==> src/rtl/rank_classifier_if.sv <==
// Score-frame / result bus between the template-match stages and rank_classifier.
// The master drives frames in and collects results; the slave is the classifier.
interface rank_classifier_if #(
  parameter int NUM_RANKS = 13,
  parameter int SCORE_W   = 11
);
   logic [NUM_RANKS*SCORE_W-1:0] scores_in;
   logic                         scores_valid;
   logic                         busy;
   logic                         dropped;
   logic [3:0]                   rank_out;
   logic [SCORE_W-1:0]           best_score;
   logic                         result_valid;
   logic [3:0]                   stable_rank;
   logic                         stable_valid;

   // scores_valid is a one-cycle pulse with no ready: it is taken only while
   // busy is low, otherwise it is discarded and dropped pulses one cycle later.
   modport master (
      output scores_in, scores_valid,
      input  busy, dropped, rank_out, best_score, result_valid,
             stable_rank, stable_valid
   );

   modport slave (
      input  scores_in, scores_valid,
      output busy, dropped, rank_out, best_score, result_valid,
             stable_rank, stable_valid
   );
endinterface

==> src/rtl/rank_classifier.sv <==
// Latches a frame of per-rank mismatch scores, scans for the minimum, rejects weak
// matches and debounces the winner. Optional RANK_MARGIN_EN adds a best/second margin test.
module rank_classifier #(
   parameter int NUM_RANKS      = 13,
   parameter int SCORE_W        = 11,
   parameter int REJECT_THRESH  = 400,
`ifdef RANK_MARGIN_EN
   parameter int MIN_MARGIN     = 40,
`endif
   parameter int CONFIRM_FRAMES = 3
) (
   input  logic              clk,
   input  logic              rst,
   rank_classifier_if.slave  bus,
   output logic [1:0]        o_dbg_state
);
   localparam int IDX_W = $clog2(NUM_RANKS);
   localparam int CNT_W = $clog2(CONFIRM_FRAMES + 1);

   typedef enum logic [1:0] {ST_IDLE = 2'd0, ST_SCAN = 2'd1, ST_DECIDE = 2'd2} state_t;

   state_t             r_state, w_next;
   logic [SCORE_W-1:0] r_bank [NUM_RANKS];
   logic [IDX_W-1:0]   r_idx, r_best_idx;
   logic [SCORE_W-1:0] r_best, r_lane;
   logic               r_primed;
   logic [3:0]         r_cand;
   logic [CNT_W-1:0]   r_cnt;
   logic               r_dropped, r_result_valid, r_stable_valid;
   logic [3:0]         r_rank, r_stable_rank;
   logic [SCORE_W-1:0] r_best_score;
`ifdef RANK_MARGIN_EN
   logic [SCORE_W-1:0] r_second;
`endif

   logic               w_last, w_reject, w_match;
   logic [IDX_W-1:0]   w_idx_inc;
   logic [3:0]         w_rank;
   logic [CNT_W-1:0]   w_cnt_nxt;

   // r_lane holds the lane fetched last cycle, so the first SCAN cycle only primes it.
   assign w_last    = r_primed && (r_idx == IDX_W'(NUM_RANKS - 1));
   assign w_idx_inc = r_idx + 1'b1;

`ifdef RANK_MARGIN_EN
   assign w_reject = (r_best > SCORE_W'(REJECT_THRESH)) ||
                     ((r_second - r_best) < SCORE_W'(MIN_MARGIN));
`else
   assign w_reject = (r_best > SCORE_W'(REJECT_THRESH));
`endif
   assign w_rank    = w_reject ? 4'd0 : (4'(r_best_idx) + 4'd1);
   assign w_match   = (w_rank == r_cand);
   assign w_cnt_nxt = !w_match ? CNT_W'(1) :
                      (r_cnt == CNT_W'(CONFIRM_FRAMES)) ? r_cnt : (r_cnt + 1'b1);

   always_ff @(posedge clk or posedge rst) begin
      if (rst) r_state <= ST_IDLE;
      else     r_state <= w_next;
   end

   always_comb begin
      w_next = r_state;
      case (r_state)
         ST_IDLE:   if (bus.scores_valid) w_next = ST_SCAN;
         ST_SCAN:   if (w_last) w_next = ST_DECIDE;
         ST_DECIDE: w_next = ST_IDLE;
         default:   w_next = ST_IDLE;
      endcase
   end

   always_ff @(posedge clk or posedge rst) begin
      if (rst) begin
         for (int i = 0; i < NUM_RANKS; i++) r_bank[i] <= '0;
         r_idx          <= '0;
         r_best_idx     <= '0;
         r_best         <= '0;
         r_lane         <= '0;
         r_primed       <= 1'b0;
         r_cand         <= '0;
         r_cnt          <= '0;
         r_dropped      <= 1'b0;
         r_result_valid <= 1'b0;
         r_rank         <= '0;
         r_best_score   <= '0;
         r_stable_rank  <= '0;
         r_stable_valid <= 1'b0;
`ifdef RANK_MARGIN_EN
         r_second       <= '0;
`endif
      end else begin
         r_dropped      <= bus.scores_valid && (r_state != ST_IDLE);
         r_result_valid <= 1'b0;
         case (r_state)
            ST_IDLE: begin
               if (bus.scores_valid) begin
                  for (int i = 0; i < NUM_RANKS; i++)
                     r_bank[i] <= bus.scores_in[i*SCORE_W +: SCORE_W];
                  r_idx      <= '0;
                  r_best     <= '1;
                  r_best_idx <= '0;
                  r_primed   <= 1'b0;
`ifdef RANK_MARGIN_EN
                  r_second   <= '1;
`endif
               end
            end
            ST_SCAN: begin
               if (!r_primed) begin
                  r_lane   <= r_bank[0];
                  r_primed <= 1'b1;
               end else begin
                  // Strict less-than: on a tie the lower index already holds best.
                  if (r_lane < r_best) begin
                     r_best     <= r_lane;
                     r_best_idx <= r_idx;
`ifdef RANK_MARGIN_EN
                     r_second   <= r_best;
                  end else if (r_lane < r_second) begin
                     r_second   <= r_lane;
`endif
                  end
                  if (!w_last) begin
                     r_idx  <= w_idx_inc;
                     r_lane <= r_bank[w_idx_inc];
                  end
               end
            end
            ST_DECIDE: begin
               r_rank         <= w_rank;
               r_best_score   <= r_best;
               r_result_valid <= 1'b1;
               r_cand         <= w_rank;
               r_cnt          <= w_cnt_nxt;
               if (w_cnt_nxt == CNT_W'(CONFIRM_FRAMES)) begin
                  r_stable_rank  <= w_rank;
                  r_stable_valid <= (w_rank != 4'd0);
               end
            end
            default: ;
         endcase
      end
   end

   assign bus.busy         = (r_state != ST_IDLE);
   assign bus.dropped      = r_dropped;
   assign bus.rank_out     = r_rank;
   assign bus.best_score   = r_best_score;
   assign bus.result_valid = r_result_valid;
   assign bus.stable_rank  = r_stable_rank;
   assign bus.stable_valid = r_stable_valid;
   assign o_dbg_state      = r_state;
endmodule

==> src/flat_wrapper.sv <==
// flat-port wrapper written by rule: the top's interface ports become plain ports
module rank_classifier_flat 
#(
   parameter int NUM_RANKS      = 13,
   parameter int SCORE_W        = 11,
   parameter int REJECT_THRESH  = 400,

   parameter int CONFIRM_FRAMES = 3
)
  (clk, rst, o_dbg_state, bus_scores_in, bus_scores_valid, bus_busy, bus_dropped, bus_rank_out, bus_best_score, bus_result_valid, bus_stable_rank, bus_stable_valid);
  rank_classifier_if #(.NUM_RANKS(NUM_RANKS), .SCORE_W(SCORE_W)) bus_i ();
  input  logic clk;
  input  logic rst;
  output logic [1:0] o_dbg_state;
  input wire logic [$bits(bus_i.scores_in)-1:0] bus_scores_in;
  input wire logic [$bits(bus_i.scores_valid)-1:0] bus_scores_valid;
  output wire logic [$bits(bus_i.busy)-1:0] bus_busy;
  output wire logic [$bits(bus_i.dropped)-1:0] bus_dropped;
  output wire logic [$bits(bus_i.rank_out)-1:0] bus_rank_out;
  output wire logic [$bits(bus_i.best_score)-1:0] bus_best_score;
  output wire logic [$bits(bus_i.result_valid)-1:0] bus_result_valid;
  output wire logic [$bits(bus_i.stable_rank)-1:0] bus_stable_rank;
  output wire logic [$bits(bus_i.stable_valid)-1:0] bus_stable_valid;
  assign bus_i.scores_in = bus_scores_in;
  assign bus_i.scores_valid = bus_scores_valid;
  assign bus_busy = bus_i.busy;
  assign bus_dropped = bus_i.dropped;
  assign bus_rank_out = bus_i.rank_out;
  assign bus_best_score = bus_i.best_score;
  assign bus_result_valid = bus_i.result_valid;
  assign bus_stable_rank = bus_i.stable_rank;
  assign bus_stable_valid = bus_i.stable_valid;
  rank_classifier #(.NUM_RANKS(NUM_RANKS), .SCORE_W(SCORE_W), .REJECT_THRESH(REJECT_THRESH), .CONFIRM_FRAMES(CONFIRM_FRAMES)) u_core (.clk(clk), .rst(rst), .bus(bus_i), .o_dbg_state(o_dbg_state));
endmodule
==> config.mk <==
export PLATFORM = sky130hd
export DESIGN_NAME = rank_classifier_flat
export DESIGN_NICKNAME = d
export VERILOG_FILES = /design/src/rtl/rank_classifier_if.sv /design/src/rtl/rank_classifier.sv /design/src/flat_wrapper.sv
export SDC_FILE = /design/constraint.sdc
export NUM_CORES = 1
export LEC_CHECK = 0
export CAP_MARGIN = 20
export CORE_AREA = 5 5 187 189
export DETAILED_ROUTE_END_ITERATION = 6
export DIE_AREA = 0 0 192 194
export PLACE_DENSITY = 0.59
export SLEW_MARGIN = 10
export SYNTH_ARGS = -nofsm -noshare
export SYNTH_HDL_FRONTEND = slang
export SYNTH_SLANG_ARGS = --single-unit
==> constraint.sdc <==
create_clock -name clk -period 9.8 [get_ports clk]
set_input_delay 1.96 -clock clk [delete_from_list [all_inputs] [get_ports clk]]
set_output_delay 1.96 -clock clk [all_outputs]
set_load 0.01 [all_outputs]
==> qor_table.md <==
| Parameter | Value |
| --- | --- |
| Most frequent cells after synthesis | nand2_1 (502), dfrtp_1 (200), clkbuf_1 (54) |
| Average wire length per cell after detail routing | 16.5 um |
| Flip-flop cell with the highest count after synthesis | dfrtp_1 |
| Number of flops mapped to enable cells by yosys | 0 |
| Portion of total power attributed to combinational logic | 47.2% |
| Max-cap violations | 0 |
| Fin crit share | 44.3% |
| PortBufs | 170 |
| Sequential cell fraction of total power | 35.7% |
| Final setup viols | 0 |
| Final instance count without filler cells | 1669 |
| Switching share of power | 41.6% |
| Number of levels in the clock H-tree | 4 |
| Number of placed instances, taps included | 1633 |
| Placed Area | 0.0118 mm2 |
| Number of top-level pins | 171 |
| NetSw | 0.00170 W |
| Min Tclk post-route | 4.34 ns |
| Worst reg2reg path startpoint | u_core.r_idx[1] |
| Worst Reg2Reg Path Length in Cells | 8 |
| Worst Setup Slack, final | 5.46 ns |
| Via count | 7897 |
| Sum of overflow across all layers after global routing | 0 |
| Distinct cell type count after synthesis | 49 |
| Most common cell in the synthesized netlist | nand2_1 |
| Result of the run | complete, no violations |
| Final-layout setup total negative slack | 0 ns |
| Area of the core | 0.0331 mm2 |
| Post-synth top area share | 51.4% |
| Critical path endpoint category | register |
| Internal power component | 0.00239 W |
| Final Max Slew Viols | 0 |
| Kind of path behind the tightest hold check | register to register |
| Global-route wire length before repair | 44.2 mm |
| Overall die area | 0.0372 mm2 |
| Cell chosen for the clock root | clkbuf_16 |
| Post-route antenna net violation count | 0 |
| Maximum number of pins on one net before global-route repair | 128 |
| Pre-CTS setup slack | 5.03 ns |
| Area taken by multi-input logic gates | 0.00441 mm2 |
| Post-Synthesis Mean Instance Area | 9.05 um2 |
| Worst IR drop on VDD | 0.000174 V |
| Post-synthesis sequential area ratio | 51.4% |
| Unrepaired setup endpoints after global routing | false |
| Power Density | 328 mW/mm2 |
| WHS Path Cells | 2 |
| Clock latency on the worst-skew pair | 0.44 ns |
| TritonCTS clock tree | done |
| Critical Path Start Type | input pin |
| Static Leakage | 5.83 nW |
| Rows | 67 |
| Register-to-Register Setup Slack | 6.62 ns |
| Total of cells resized after clock tree synthesis | 0 |
| Share of cells above drive strength 1 | 7.78% |
| CTS hold repair buffers | 0 |
| Vias in the first global route | 8044 |
| Maximum clock skew at final layout | 0.0109 ns |
| Actual slew at the worst max-slew pin | 1.06 ns |
| # DRC | 0 |
| Achievable clock frequency | 0.230 GHz |
| Post-synth net total | 1234 |
| Number of inserted filler cells in the final layout | 3376 |
| Leading area contributor after synthesis | dfrtp_1 |
| TritonCTS Sinks | 200 |
| Sequential cell area | 0.00501 mm2 |
| Violation count after the first detailed-route iteration | 460 |
| Final HPWL from detailed placement | 19.2 mm |
| Final Hold Viols | 0 |
| Number of flip-flops and latches in the synthesized netlist | 200 |
| Mapped Area | 0.00973 mm2 |
| Clock power frac | 17.1% |
| Startpoint of the worst hold path | u_core.r_bank[93] |
| Number of post-CTS setup repair buffers | 0 |
| Weighted congestion reported at the end of routability-driven placement | 0.777 |
| Critical path data arrival time | 4.69 ns |
| Mean number of vias per cell | 4.73 |
| Chip width | 192 um |
| Final Instance Area | 0.0125 mm2 |
| Max-Slew Margin vs Limit | 29.2% |
| Clock input transition at the sequential cells of the worst setup and hold paths | 0.07 ns |
| Ys Warns | 0 |
| Diodes inserted | 0 |
| Initial core utilization | 29.4% |
| Layout overhead on the synthesized area | 28.2% |
| Total global routing track utilization | 14.9% |
| Layout Utilization | 37.7% |
| Largest driver fanout on the critical path | 101 |
| Top post-synthesis cells by area | dfrtp_1 (51%), nand2_1 (19%), mux4_2 (7.6%), clkbuf_1 (2.1%), ha_1 (1.7%) |
| Type of the setup path with the least slack | input pin to register |
| Drt total wl | 27.6 mm |
| Cts bufs inserted | 17 |
| Die H | 194 um |
| Data required time of the worst path | 10.15 ns |
| Detailed-router iteration count before antenna repair | 5 |
| Synthesized netlist cell count | 1075 |
| Net count of the finished layout | 1367 |
| Longest Clk Path Bufs | 2 |
| Fraction of registers with async set/reset | 100% |
| Endpoint with the worst hold slack | u_core.r_bank[93] |
| Number of antenna violations at the first check in global routing | 1 |
| RR Endpoint | u_core.r_lane[7] |
## through the flow
stage	hold WS, ns	power, W
after global placement	0.454	0.00336
final	0.472	0.00410
after CTS	0.477	0.00414
after detailed placement	0.457	0.00343
after floorplan	0.440	0.00283
after global routing	0.494	0.00444
## layout make-up
cell class | count | area share, %
multi-input cells | 785 | 35.3
flip-flops and latches | 200 | 40.1
clock inverters | 14 | 1.23
repair buffers | 183 | 14.7
well taps | 448 | 4.49
clock buffers | 18 | 3.44
inverters | 21 | 0.692
## power groups by stage
stage / registers, W / clock network (W) / logic [W]
floorplan: 0.00138 / 0 / 0.00144
global placement: 0.00146 / 0 / 0.00190
CTS: 0.00146 / 0.000724 / 0.00195
finish: 0.00146 / 0.000702 / 0.00193
detailed placement: 0.00148 / 0 / 0.00195
global route: 0.00151 / 0.000756 / 0.00218
## sequential cells by signal, indices dropped and copies added (netlist names), 2 cells and up
register                count
u_core.r_cnt                2
u_core.r_lane              11
u_core.r_best_idx           4
u_core.r_cand               4
u_core.bus.best_score      11
u_core.r_bank             143
u_core.o_dbg_state          2
u_core.bus.stable_rank      4
u_core.r_best              11
u_core.r_idx                4
## how the worst max path moves through the flow
stage	from	to	slack (ns)	cells after the start
after floorplan	rst	u_core.bus.best_score[0]	2.39	1
after global placement	bus_scores_valid	u_core.r_idx[2]	5.10	7
after detailed placement	bus_scores_valid	u_core.r_idx[2]	5.03	7
after CTS	bus_scores_valid	u_core.r_idx[2]	5.48	7
after global routing	bus_scores_valid	u_core.r_idx[2]	5.28	7
final	bus_scores_valid	u_core.r_best[0]	5.46	7
## metal layers
layer / global-route usage, % / share of wire [%] / vias to the layer above
met3: 2.52 / 4.3 / 21
li1: - / - / 3842
met4: 3.28 / 1.4 / 2
met5: 0 / 0.047 / -
met1: 20.7 / 46 / 3847
met2: 24.4 / 48 / 185
## cells in the final DEF (no fill, tap or decap), drive strengths merged, types with 16 or more instances in the layout
cell type	n
inv	27
clkbuf	18
nor2	22
a21oi	16
nand2	502
o21ai	41
clkdlybuf4s50	170
dfrtp	200
mux4	33
nor3	28
## cells by family (layout without fill, tap and decap cells)
logic type	after synthesis	count (layout)	share of synthesized area, %
buf+inv	90	236	3.57
compound gates	119	119	8.18
flops	200	200	51.4
fa+ha+maj	13	13	1.67
mux	50	50	9.54
xor+xnor	7	7	0.823
simple gates	596	596	24.8
## worst max-delay path: stages
cell and delay (ns):
clkdlybuf4s50_1 0.63, and2_4 0.57, buf_4 0.89, nor2_1 0.15, o21ai_0 0.13, o31ai_1 0.10, nor3_1 0.15
Note: power is estimated with default switching activity, not from simulation.
